## src/rtl/lerp_pkg.sv

```systemverilog
// Shared widths, rounding constant and a scalar reference model for lerp_pipe.
package lerp_pkg;

  function automatic int unsigned diff_w(input int unsigned ib);
    return ib + 1;
  endfunction

  function automatic int unsigned prod_w(input int unsigned ib, input int unsigned rb);
    return ib + rb + 1;
  endfunction

  function automatic longint unsigned round_const(input int unsigned rb);
    return (rb == 0) ? 64'd0 : (64'd1 << (rb - 1));
  endfunction

  function automatic longint lerp_ref(input longint ina, input longint inb,
                                      input longint ratio, input int unsigned rb,
                                      input bit rnd);
    longint p;
    p = (ina - inb) * ratio;
    if (rnd) p = p + longint'(round_const(rb));
    return inb + (p >>> rb);
  endfunction

endpackage

```

## src/rtl/lerp_pipe_stage.sv

```systemverilog
// Register slice with valid bit; on load the valid follows upstream and data captures only real beats.
module lerp_pipe_stage #(
  parameter int unsigned W = 8
) (
  input  logic         clk,
  input  logic         reset_n,
  input  logic         load,
  input  logic         vin,
  input  logic [W-1:0] d,
  output logic         vout,
  output logic [W-1:0] q
);

  always_ff @(posedge clk or negedge reset_n) begin
    if (!reset_n) begin
      vout <= 1'b0;
      q    <= '0;
    end else if (load) begin
      vout <= vin;
      if (vin) q <= d;
    end
  end

endmodule

```

## src/rtl/lerp_pipe.sv

```systemverilog
// Three-stage valid/ready linear interpolator: out = inb + (ina - inb) * ratio.
// Define LERP_PIPE_ROUND_EN for round-half-up instead of floor in the final stage.
module lerp_pipe
  import lerp_pkg::*;
#(
  parameter int unsigned INPUT_BITS      = 16,
  parameter int unsigned RATIO_FRAC_BITS = 8,
  parameter int unsigned TAG_BITS        = 4
) (
  input  logic                       clk,
  input  logic                       reset_n,
  input  logic                       in_valid,
  output logic                       in_ready,
  input  logic [INPUT_BITS-1:0]      ina,
  input  logic [INPUT_BITS-1:0]      inb,
  input  logic [RATIO_FRAC_BITS-1:0] ratio,
  input  logic [TAG_BITS-1:0]        in_tag,
  output logic                       out_valid,
  input  logic                       out_ready,
  output logic [INPUT_BITS-1:0]      out,
  output logic [TAG_BITS-1:0]        out_tag
);

  localparam int unsigned IB  = INPUT_BITS;
  localparam int unsigned RB  = RATIO_FRAC_BITS;
  localparam int unsigned TB  = TAG_BITS;
  localparam int unsigned DW  = diff_w(IB);
  localparam int unsigned PW  = prod_w(IB, RB);
  localparam int unsigned S1W = DW + IB + RB + TB;
  localparam int unsigned S2W = PW + IB + TB;
  localparam int unsigned S3W = IB + TB;

  logic s1_v, s2_v, s3_v;
  logic ld1, ld2, ld3;

  logic [S1W-1:0] s1_in, s1_q;
  logic [S2W-1:0] s2_in, s2_q;
  logic [S3W-1:0] s3_in, s3_q;

  // A stage loads when empty or when its occupant leaves this cycle, so bubbles collapse.
  always_comb begin
    ld3      = !s3_v || out_ready;
    ld2      = !s2_v || ld3;
    ld1      = !s1_v || ld2;
    in_ready = ld1;
  end

  logic [DW-1:0] d_n;
  always_comb begin
    d_n   = {1'b0, ina} - {1'b0, inb};
    s1_in = {d_n, inb, ratio, in_tag};
  end

  logic [DW-1:0]        s1_d;
  logic [IB-1:0]        s1_inb;
  logic [RB-1:0]        s1_ratio;
  logic [TB-1:0]        s1_tag;
  logic signed [PW-1:0] dx, rx, p_n;

  always_comb begin
    s1_d     = s1_q[S1W-1 -: DW];
    s1_inb   = s1_q[IB+RB+TB-1 -: IB];
    s1_ratio = s1_q[RB+TB-1 -: RB];
    s1_tag   = s1_q[TB-1:0];
    dx       = PW'(signed'(s1_d));
    rx       = PW'({1'b0, s1_ratio});
    p_n      = dx * rx;
    s2_in    = {p_n, s1_inb, s1_tag};
  end

  logic signed [PW-1:0] s2_p, c_n;
  logic [IB-1:0]        s2_inb, out_n;
  logic [TB-1:0]        s2_tag;

`ifdef LERP_PIPE_ROUND_EN
  localparam logic signed [PW-1:0] RC = PW'(round_const(RB));
  logic signed [PW-1:0] pr;
  always_comb begin
    pr  = s2_p + RC;
    c_n = pr >>> RB;
  end
`else
  always_comb c_n = s2_p >>> RB;
`endif

  always_comb begin
    s2_p   = s2_q[S2W-1 -: PW];
    s2_inb = s2_q[IB+TB-1 -: IB];
    s2_tag = s2_q[TB-1:0];
    out_n  = IB'(c_n) + s2_inb;
    s3_in  = {out_n, s2_tag};
  end

  always_comb begin
    out_valid = s3_v;
    out       = s3_q[S3W-1 -: IB];
    out_tag   = s3_q[TB-1:0];
  end

  lerp_pipe_stage #(.W(S1W)) u_s1 (
    .clk(clk), .reset_n(reset_n), .load(ld1), .vin(in_valid),
    .d(s1_in), .vout(s1_v), .q(s1_q)
  );

  lerp_pipe_stage #(.W(S2W)) u_s2 (
    .clk(clk), .reset_n(reset_n), .load(ld2), .vin(s1_v),
    .d(s2_in), .vout(s2_v), .q(s2_q)
  );

  lerp_pipe_stage #(.W(S3W)) u_s3 (
    .clk(clk), .reset_n(reset_n), .load(ld3), .vin(s2_v),
    .d(s3_in), .vout(s3_v), .q(s3_q)
  );

endmodule

```

## config.mk

```make
export PLATFORM = sky130hd
export DESIGN_NAME = lerp_pipe
export DESIGN_NICKNAME = d
export VERILOG_FILES = /design/src/rtl/lerp_pkg.sv /design/src/rtl/lerp_pipe_stage.sv /design/src/rtl/lerp_pipe.sv
export SDC_FILE = /design/constraint.sdc
export NUM_CORES = 1
export LEC_CHECK = 0
export CAP_MARGIN = 20
export CORE_ASPECT_RATIO = 2
export CORE_MARGIN = 3
export CORE_UTILIZATION = 50
export DETAILED_ROUTE_END_ITERATION = 8
export PLACE_DENSITY = 0.7
export SYNTH_ARGS = -nofsm -noshare
export SYNTH_HDL_FRONTEND = slang
export SYNTH_SLANG_ARGS = --single-unit
```

## constraint.sdc

```tcl
create_clock -name clk -period 10.19 [get_ports clk]
set_clock_uncertainty 0.15 [all_clocks]
set_input_delay 1.019 -clock clk [delete_from_list [all_inputs] [get_ports clk]]
set_output_delay 1.019 -clock clk [all_outputs]
set_load 0.005 [all_outputs]
```

==> results of run 1 <==
[registers in the layout, indices dropped and copies added, names as in the netlist]
signal / count
u_s2.vout: 1
u_s2.q: 36
u_s3.vout: 1
u_s1.vout: 1
u_s3.q: 20
u_s1.q: 45
[stage by stage]
| step | worst slack (ns) | util | cell area, µm² | cells |
|---|---|---|---|---|
| CTS | 4.94 | 0.575 | 10900 | 1347 |
| floorplan | 5.30 | - | 9750 | 1048 |
| finish | 4.92 | 0.575 | 10900 | 1347 |
| global route | 4.54 | 0.575 | 10900 | 1347 |
| detailed placement | 4.94 | 0.559 | 10600 | 1332 |
| global placement | 5.09 | 0.559 | 10600 | 1332 |
[final cells by class]
cell class,instances,area (µm²)
Sequential cell,104,2600
Multi-Input combinational cell,726,6330
Tap cell,255,319
Clock buffer,10,239
Inverter,174,653
Timing Repair Buffer,73,718
Clock inverter,5,65.1
Fill cell,1749,8080
[cells in the final DEF (no fill, tap or decap), types with 2 or more instances in the layout]
| cell type | instances |
|---|---|
| sky130_fd_sc_hd__nand3_1 | 4 |
| sky130_fd_sc_hd__a2111oi_0 | 2 |
| sky130_fd_sc_hd__nand2_2 | 2 |
| sky130_fd_sc_hd__nand2b_1 | 15 |
| sky130_fd_sc_hd__dfrtp_1 | 104 |
| sky130_fd_sc_hd__a211oi_1 | 8 |
| sky130_fd_sc_hd__xor2_1 | 18 |
| sky130_fd_sc_hd__o31ai_1 | 7 |
| sky130_fd_sc_hd__a311oi_1 | 2 |
| sky130_fd_sc_hd__o21ai_0 | 74 |
| sky130_fd_sc_hd__a211o_1 | 5 |
| sky130_fd_sc_hd__nand2_1 | 156 |
| sky130_fd_sc_hd__a31oi_1 | 6 |
| sky130_fd_sc_hd__and2_1 | 56 |
| sky130_fd_sc_hd__o311ai_0 | 2 |
| sky130_fd_sc_hd__o211ai_1 | 4 |
| sky130_fd_sc_hd__o21a_1 | 6 |
| sky130_fd_sc_hd__buf_4 | 5 |
| sky130_fd_sc_hd__clkbuf_16 | 9 |
| sky130_fd_sc_hd__xnor2_1 | 24 |
| sky130_fd_sc_hd__and2_2 | 7 |
| sky130_fd_sc_hd__a21o_1 | 5 |
| sky130_fd_sc_hd__clkdlybuf4s50_1 | 68 |
| sky130_fd_sc_hd__nor3_1 | 7 |
| sky130_fd_sc_hd__nor2_1 | 21 |
| sky130_fd_sc_hd__a21oi_1 | 34 |
| sky130_fd_sc_hd__inv_1 | 174 |
| sky130_fd_sc_hd__nand4_1 | 3 |
| sky130_fd_sc_hd__nor3b_1 | 4 |
| sky130_fd_sc_hd__o31ai_2 | 2 |
| sky130_fd_sc_hd__nor2b_1 | 3 |
| sky130_fd_sc_hd__clkinvlp_4 | 2 |
| sky130_fd_sc_hd__mux2_2 | 40 |
| sky130_fd_sc_hd__ha_1 | 74 |
| sky130_fd_sc_hd__a41oi_1 | 2 |
| sky130_fd_sc_hd__o21ai_1 | 5 |
| sky130_fd_sc_hd__o21bai_1 | 2 |
| sky130_fd_sc_hd__nor4b_1 | 3 |
| sky130_fd_sc_hd__fa_1 | 104 |
[worst register-to-register path, stage by stage, from the launching register on]
cell                        delay, ns
sky130_fd_sc_hd__dfrtp_1         0.69
sky130_fd_sc_hd__nand2_1         0.24
sky130_fd_sc_hd__fa_1            0.67
sky130_fd_sc_hd__fa_1            0.54
sky130_fd_sc_hd__inv_1           0.05
sky130_fd_sc_hd__fa_1            0.48
sky130_fd_sc_hd__inv_1           0.06
sky130_fd_sc_hd__fa_1            0.53
sky130_fd_sc_hd__inv_1           0.04
sky130_fd_sc_hd__ha_1            0.23
sky130_fd_sc_hd__a2111oi_0       0.51
sky130_fd_sc_hd__o211ai_1        0.16
sky130_fd_sc_hd__o211ai_1        0.18
sky130_fd_sc_hd__nor2_1          0.07
sky130_fd_sc_hd__a311oi_1        0.29
sky130_fd_sc_hd__xor2_1          0.17
sky130_fd_sc_hd__o21ai_1         0.07
[how the worst max path moves through the flow]
stage / start / end / slack (ns) / cells after the start
6_report: u_s1.q[4] / u_s2.q[40] / 4.92 / 16
5_1_grt: u_s1.q[4] / u_s2.q[41] / 4.54 / 16
4_1_cts: u_s1.q[4] / u_s2.q[40] / 4.94 / 16
3_5_place_dp: u_s1.q[4] / u_s2.q[40] / 4.94 / 16
3_3_place_gp: u_s1.q[4] / u_s2.q[40] / 5.09 / 16
2_1_floorplan: u_s1.q[6] / u_s2.q[34] / 5.30 / 16
[cells by family after synthesis]
family	Yosys count	share of synthesized area
AND/OR/NAND/NOR	288	0.141
buffers and inverters	218	0.0846
AO/OA/AOI/OAI	178	0.115
adder cells (fa/ha/maj)	178	0.308
flip-flops	104	0.267
XOR/XNOR	42	0.0377
multiplexers	40	0.0462
[routing by layer]
metal	wire length, µm	part of all wire
met5	0	0
met4	908	0.043
met3	347	0.016
met2	11800	0.56
met1	7940	0.38
==> Implementation_results.wiki, run 1 <==
{| class="wikitable"
! Metric !! Value
|-
| DRT Wirelength || 21000 µm
|-
| Residual DRC count || 0
|-
| Initial drt markers || 202
|-
| Startpoint of the tightest hold check path || u_s1.q[16]
|-
| Buf/Inv on CP || 3
|-
| Net count of the mapped netlist || 1274
|-
| Number of antenna violations at the first check in global routing || 0
|-
| Total global routing track utilization || 0.213
|-
| Unrepaired setup endpoints after global routing || no
|-
| Die Area || 21300 µm²
|-
| Via count of the first global-routing pass || 7713
|-
| Worst-Skew Late Latency || 0.35 ns
|-
| Post-Synthesis Cells || 1048
|-
| Post-cts hold buffer count || 0
|-
| Worst hold slack after final layout || 0.329 ns
|-
| Number of enable flip-flop cells after synthesis || 0
|-
| Number of optimization iterations in the first detailed-route pass || 4
|-
| GRT met2 Usage || 0.409
|-
| I/O pins || 70
|-
| Clock tree from TritonCTS || built
|-
| Vias || 7077
|-
| Predominant post-synthesis flop cell || sky130_fd_sc_hd__dfrtp_1
|-
| Count of unique library cells instantiated by Yosys || 57
|-
| Critical path start-end classification || flop to flop
|-
| Area Overhead vs Synth || 12.0%
|-
| Worst-margin pin slew || 0.770 ns
|-
| Routability Congestion || 0.943
|-
| Fin. Hold Viols || 0
|-
| Max-slew violation count || 0
|-
| Slowest cell on crit path || sky130_fd_sc_hd__dfrtp_1
|-
| Die span in y || 204 µm
|-
| Mean instance size in the synthesized netlist || 9.31 µm²
|-
| Library cell appearing most often on the critical path || sky130_fd_sc_hd__fa_1
|-
| Final period utilization || 0.517
|-
| Endpoint class of the critical path || flop
|-
| Kind of launch point of the worst setup path || flop
|-
| Yosys top cell area share || 0.267
|-
| Final-report setup violation count || 0
|-
| Port Buffer Count || 69
|-
| Peak fanout along the critical path || 17
|-
| Total Negative Setup Slacks || 0 ns
|-
| Slew Limit Headroom || 0.487
|-
| Cts bufs inserted || 9
|-
| CP Data Arrival Time || 5.33 ns
|-
| Sequential share of the synthesized area || 0.267
|-
| Max-capacitance violation count || 0
|-
| DR WL/cell || 15.6 µm
|-
| Data required time at the worst endpoint || 10.25 ns
|-
| GR Layer Usage met1 || 0.228
|-
| Final critical path time including I/O delays and setup || 5.27 ns
|-
| Placed wire-length estimate || 17300 µm
|-
| Area leader, netlist || sky130_fd_sc_hd__dfrtp_1
|-
| Cell types occupying the most area after synthesis || sky130_fd_sc_hd__dfrtp_1 (27%), sky130_fd_sc_hd__fa_1 (21%), sky130_fd_sc_hd__ha_1 (9.5%)
|-
| Worst Hold Depth || 2
|-
| Leading cell types by count after synthesis || sky130_fd_sc_hd__inv_1 (174), sky130_fd_sc_hd__nand2_1 (158), sky130_fd_sc_hd__dfrtp_1 (104), sky130_fd_sc_hd__fa_1 (104)
|-
| Share of post-route cells with drive strength above 1 || 0.0742
|-
| Number of warnings reported in the yosys synthesis log || 0
|-
| Number of gates resized after CTS || 0
|-
| Gr busiest metal || met2
|-
| Worst-case register-to-register setup slack || 4.92 ns
|-
| Top Family by Delay on Critical Path || adder cells
|-
| Reg2reg end || u_s2.q[40]
|-
| Cell Chain, Critical Path || nand2_1, fa_1, fa_1, inv_1, fa_1, inv_1, fa_1, inv_1, ha_1, a2111oi_0, o211ai_1, o211ai_1, nor2_1, a311oi_1, xor2_1, o21ai_1
|-
| Outcome || finished clean
|-
| Initial standard-cell utilization of the core || 0.513
|-
| Hold endpoint || u_s1.q[16]
|-
| Global route total overflow || 0
|-
| Area of the placeable core || 19000 µm²
|-
| Maximum single-stage delay on the critical path || 0.69 ns
|-
| H-tree depth || 3
|-
| Final nets || 1314
|-
| Wire length of the first global-routing pass || 36400 µm
|-
| Most numerous cell in the Yosys netlist || sky130_fd_sc_hd__inv_1
|-
| Synthesized cell area || 9750 µm²
|-
| Clock sink count || 104
|-
| Peak Freq || 0.190 GHz
|-
| Clock slew seen by the registers of the worst setup and hold paths || 0.07 ns
|-
| CTS Root Buffer Type || sky130_fd_sc_hd__clkbuf_16
|-
| Num rows || 71
|-
| Setup bufs post-CTS || 0
|-
| DIE WIDTH || 105 µm
|-
| Antenna Nets Post-Route || 0
|-
| Synthesis-stage register bit count || 104
|-
| Longest Clk Path Bufs || 2
|-
| Pin count of the biggest net entering global routing || 84
|-
| Start of the worst register-to-register path || u_s1.q[4]
|-
| Async S/R FF share, synth || 1.00
|-
| Total inserted antenna cells || 0
|-
| Number of cell instances on the worst register-to-register path || 16
|-
| Vias/cell || 5.25
|-
| Min-delay worst type || flop to flop
|-
| Met3 Use GR || 0.0187
|}
Power of run 1 is not shown: default switching activity piles up to over one toggle a cycle in this logic, so the estimate is an artifact.
==> run 2: changes to the inputs <==
- clock period: 10.19 -> 5.35 ns (I/O delays scaled with it)
==> run 2 against run 1 <==
Net effect:
- cell area increased by 1.5%
- critical path depth is 1 lower
- non-clock buffer count increased by 17
- global-route usage is 0.94 points higher
- clock-buffer cell count is the same
- critical endpoint unchanged
- die area unchanged
- register-to-register slack got worse by 4.6 ns
- via count is 2.7% higher
- utilization rose by 0.88 points
- maximum frequency grew 4.1%
- worst setup slack got worse by 4.6 ns
==> Implementation_results.wiki, run 2 (synthesis results as in run 1) <==
{| class="wikitable"
! Metric !! Value
|-
| Peak Freq || 0.198 GHz (was 0.190 GHz)
|-
| Initial drt markers || 230 (was 202)
|-
| Outcome || finished clean (unchanged)
|-
| Most common library cell in the layout ignoring fill and taps || sky130_fd_sc_hd__inv_1 (unchanged)
|-
| Fillers || 1747 (was 1749)
|-
| Share of post-route cells with drive strength above 1 || 0.0937 (was 0.0742)
|-
| Initial standard-cell utilization of the core || 0.513 (unchanged)
|-
| Unrepaired setup endpoints after global routing || no (unchanged)
|-
| Area of the placeable core || 19000 µm² (unchanged)
|-
| Max-capacitance violation count || 0 (unchanged)
|-
| Kind of launch point of the worst setup path || flop (unchanged)
|-
| Critical path start-end classification || flop to flop (unchanged)
|-
| Via count of the first global-routing pass || 7871 (was 7713)
|-
| Cts bufs inserted || 9 (unchanged)
|-
| I/O pins || 70 (unchanged)
|-
| Peak fanout along the critical path || 18 (was 17)
|-
| Num rows || 71 (unchanged)
|-
| Longest Clk Path Bufs || 2 (unchanged)
|-
| Data required time at the worst endpoint || 5.41 ns (was 10.25 ns)
|-
| Worst-margin pin slew || 0.835 ns (was 0.770 ns)
|-
| Highest metal layer used by the detailed router || met4 (unchanged)
|-
| Vias/cell || 5.32 (was 5.25)
|-
| Final-report setup violation count || 0 (unchanged)
|-
| Pin count of the biggest net entering global routing || 54 (was 84)
|-
| CTS Root Buffer Type || sky130_fd_sc_hd__clkbuf_16 (unchanged)
|-
| Global route total overflow || 0 (unchanged)
|-
| Clock tree from TritonCTS || built (unchanged)
|-
| Largest regs || u_s1.q (45), u_s2.q (36), u_s3.q (20) (unchanged)
|-
| Clock slew seen by the registers of the worst setup and hold paths || 0.07 ns (about the same)
|-
| Vias || 7268 (was 7077)
|-
| H-tree depth || 3 (unchanged)
|-
| DRT Wirelength || 22200 µm (was 21000 µm)
|-
| Wire length of the first global-routing pass || 37500 µm (was 36400 µm)
|-
| Length of routed met2 wiring || 12700 µm (was 11800 µm)
|-
| Residual DRC count || 0 (unchanged)
|-
| Total Negative Setup Slacks || 0 ns (unchanged)
|-
| Utilization after layout || 0.584 (was 0.575)
|-
| Worst-Skew Late Latency || 0.35 ns (about the same)
|-
| Max FFs per register || 45 (unchanged)
|-
| Final critical path time including I/O delays and setup || 5.06 ns (was 5.27 ns)
|-
| DIE WIDTH || 105 µm (unchanged)
|-
| Slew Limit Headroom || 0.442 (was 0.487)
|-
| Max-slew violation count || 0 (unchanged)
|-
| Routed length on met3 || 570 µm (was 347 µm)
|-
| Antenna Nets Post-Route || 0 (unchanged)
|-
| Min-delay worst type || primary input to asynchronous set/reset pin (was flop to flop)
|-
| Total inserted antenna cells || 0 (unchanged)
|-
| Met1 Routed Length || 8020 µm (was 7940 µm)
|-
| Total area of multi-input combinational cells || 6330 µm² (about the same)
|-
| Area Overhead vs Synth || 13.8% (was 12.0%)
|-
| Final period utilization || 0.946 (was 0.517)
|-
| DR WL/cell || 16.3 µm (was 15.6 µm)
|-
| Placed wire-length estimate || 18300 µm (was 17300 µm)
|-
| Fin. Hold Viols || 0 (unchanged)
|-
| Port Buffer Count || 69 (unchanged)
|-
| Die Area || 21300 µm² (unchanged)
|-
| Commonest non-fill, non-tap cells in the layout || sky130_fd_sc_hd__inv_1 (174), sky130_fd_sc_hd__nand2_1 (156), sky130_fd_sc_hd__fa_1 (104) (was sky130_fd_sc_hd__inv_1 (174), sky130_fd_sc_hd__nand2_1 (156), sky130_fd_sc_hd__fa_1 (104), sky130_fd_sc_hd__dfrtp_1 (104))
|-
| Number of antenna violations at the first check in global routing || 0 (unchanged)
|-
| Endpoint class of the critical path || flop (unchanged)
|-
| Routability Congestion || 0.905 (was 0.943)
|-
| Die span in y || 204 µm (unchanged)
|-
| Number of optimization iterations in the first detailed-route pass || 4 (unchanged)
|-
| CP Data Arrival Time || 5.12 ns (was 5.33 ns)
|-
| Total global routing track utilization || 0.222 (was 0.213)
|-
| Clock sink count || 104 (unchanged)
|-
| Top register by number of flip-flops || u_s1.q (unchanged)
|-
| Final nets || 1331 (was 1314)
|-
| Combined flip-flop and latch cell area || 2610 µm² (was 2600 µm²)
|}
-- run 2: changes by cell type in the layout (fill, tap and decap cells not counted), sizes merged --
cell / change
clkinv: +1
inv: +1
buf: +17
bufinv: +1
clkinvlp: -2
-- run 2: final cells by class --
class / count / share of cell area
Timing Repair Buffer: 90 / 0.0762
Clock buffer: 10 / 0.0215
Sequential cell: 104 / 0.235
Clock inverter: 6 / 0.00880
Inverter: 174 / 0.0589
Multi-Input combinational cell: 726 / 0.571
Tap cell: 255 / 0.0288
-- run 2: metrics by stage --
stage	cell area, µm²	setup WS [ns]	instances	hold WS [ns]
after floorplan	9750	0.462	1048	0.0894
after global placement	10800	0.285	1349	0.310
after detailed placement	10800	0.167	1349	0.319
after CTS	11100	0.144	1365	0.0666
after global routing	11100	0.123	1365	0.106
final	11100	0.290	1365	0.0494
-- run 2: worst paths after layout --
path,from,slack (ns),to,depth (start not counted)
worst max-delay path,u_s1.q[9],0.29,u_s2.q[40],15
worst min-delay path,reset_n,0.05,u_s1.q[4],1
worst max register to register,u_s1.q[9],0.29,u_s2.q[40],15
worst min register to register,u_s3.q[8],0.33,u_s3.q[8],2
max in group asynchronous,reset_n,3.89,u_s1.q[26],2
min in group clk,u_s3.q[8],0.33,u_s3.q[8],2
-- run 2: what timing repair did --
action                                  CTS  global route
endpoints found under the setup margin    0             7
buffers inserted                          0             0
gates resized for setup                   0             6
hold buffers                              0             0
hold endpoints to repair                  0             0
-- run 2: layer usage --
metal  up-vias  GRT usage
met5         -          0
met4         0      0.105
met3        50     0.0228
met2       127      0.440
met1      3631      0.228
li1       3460          -
-- run 2: critical path, stage by stage, from the launching register on --
cell,delay (ns)
sky130_fd_sc_hd__dfrtp_2,0.54
sky130_fd_sc_hd__and2_1,0.22
sky130_fd_sc_hd__fa_1,0.55
sky130_fd_sc_hd__fa_1,0.44
sky130_fd_sc_hd__fa_1,0.54
sky130_fd_sc_hd__inv_1,0.05
sky130_fd_sc_hd__fa_1,0.53
sky130_fd_sc_hd__inv_1,0.04
sky130_fd_sc_hd__ha_1,0.38
sky130_fd_sc_hd__a2111oi_1,0.50
sky130_fd_sc_hd__o211ai_1,0.17
sky130_fd_sc_hd__o211ai_1,0.19
sky130_fd_sc_hd__nor2_1,0.07
sky130_fd_sc_hd__a311oi_1,0.29
sky130_fd_sc_hd__xor2_1,0.18
sky130_fd_sc_hd__o21ai_1,0.07
Power of run 2 is left out for the same reason.
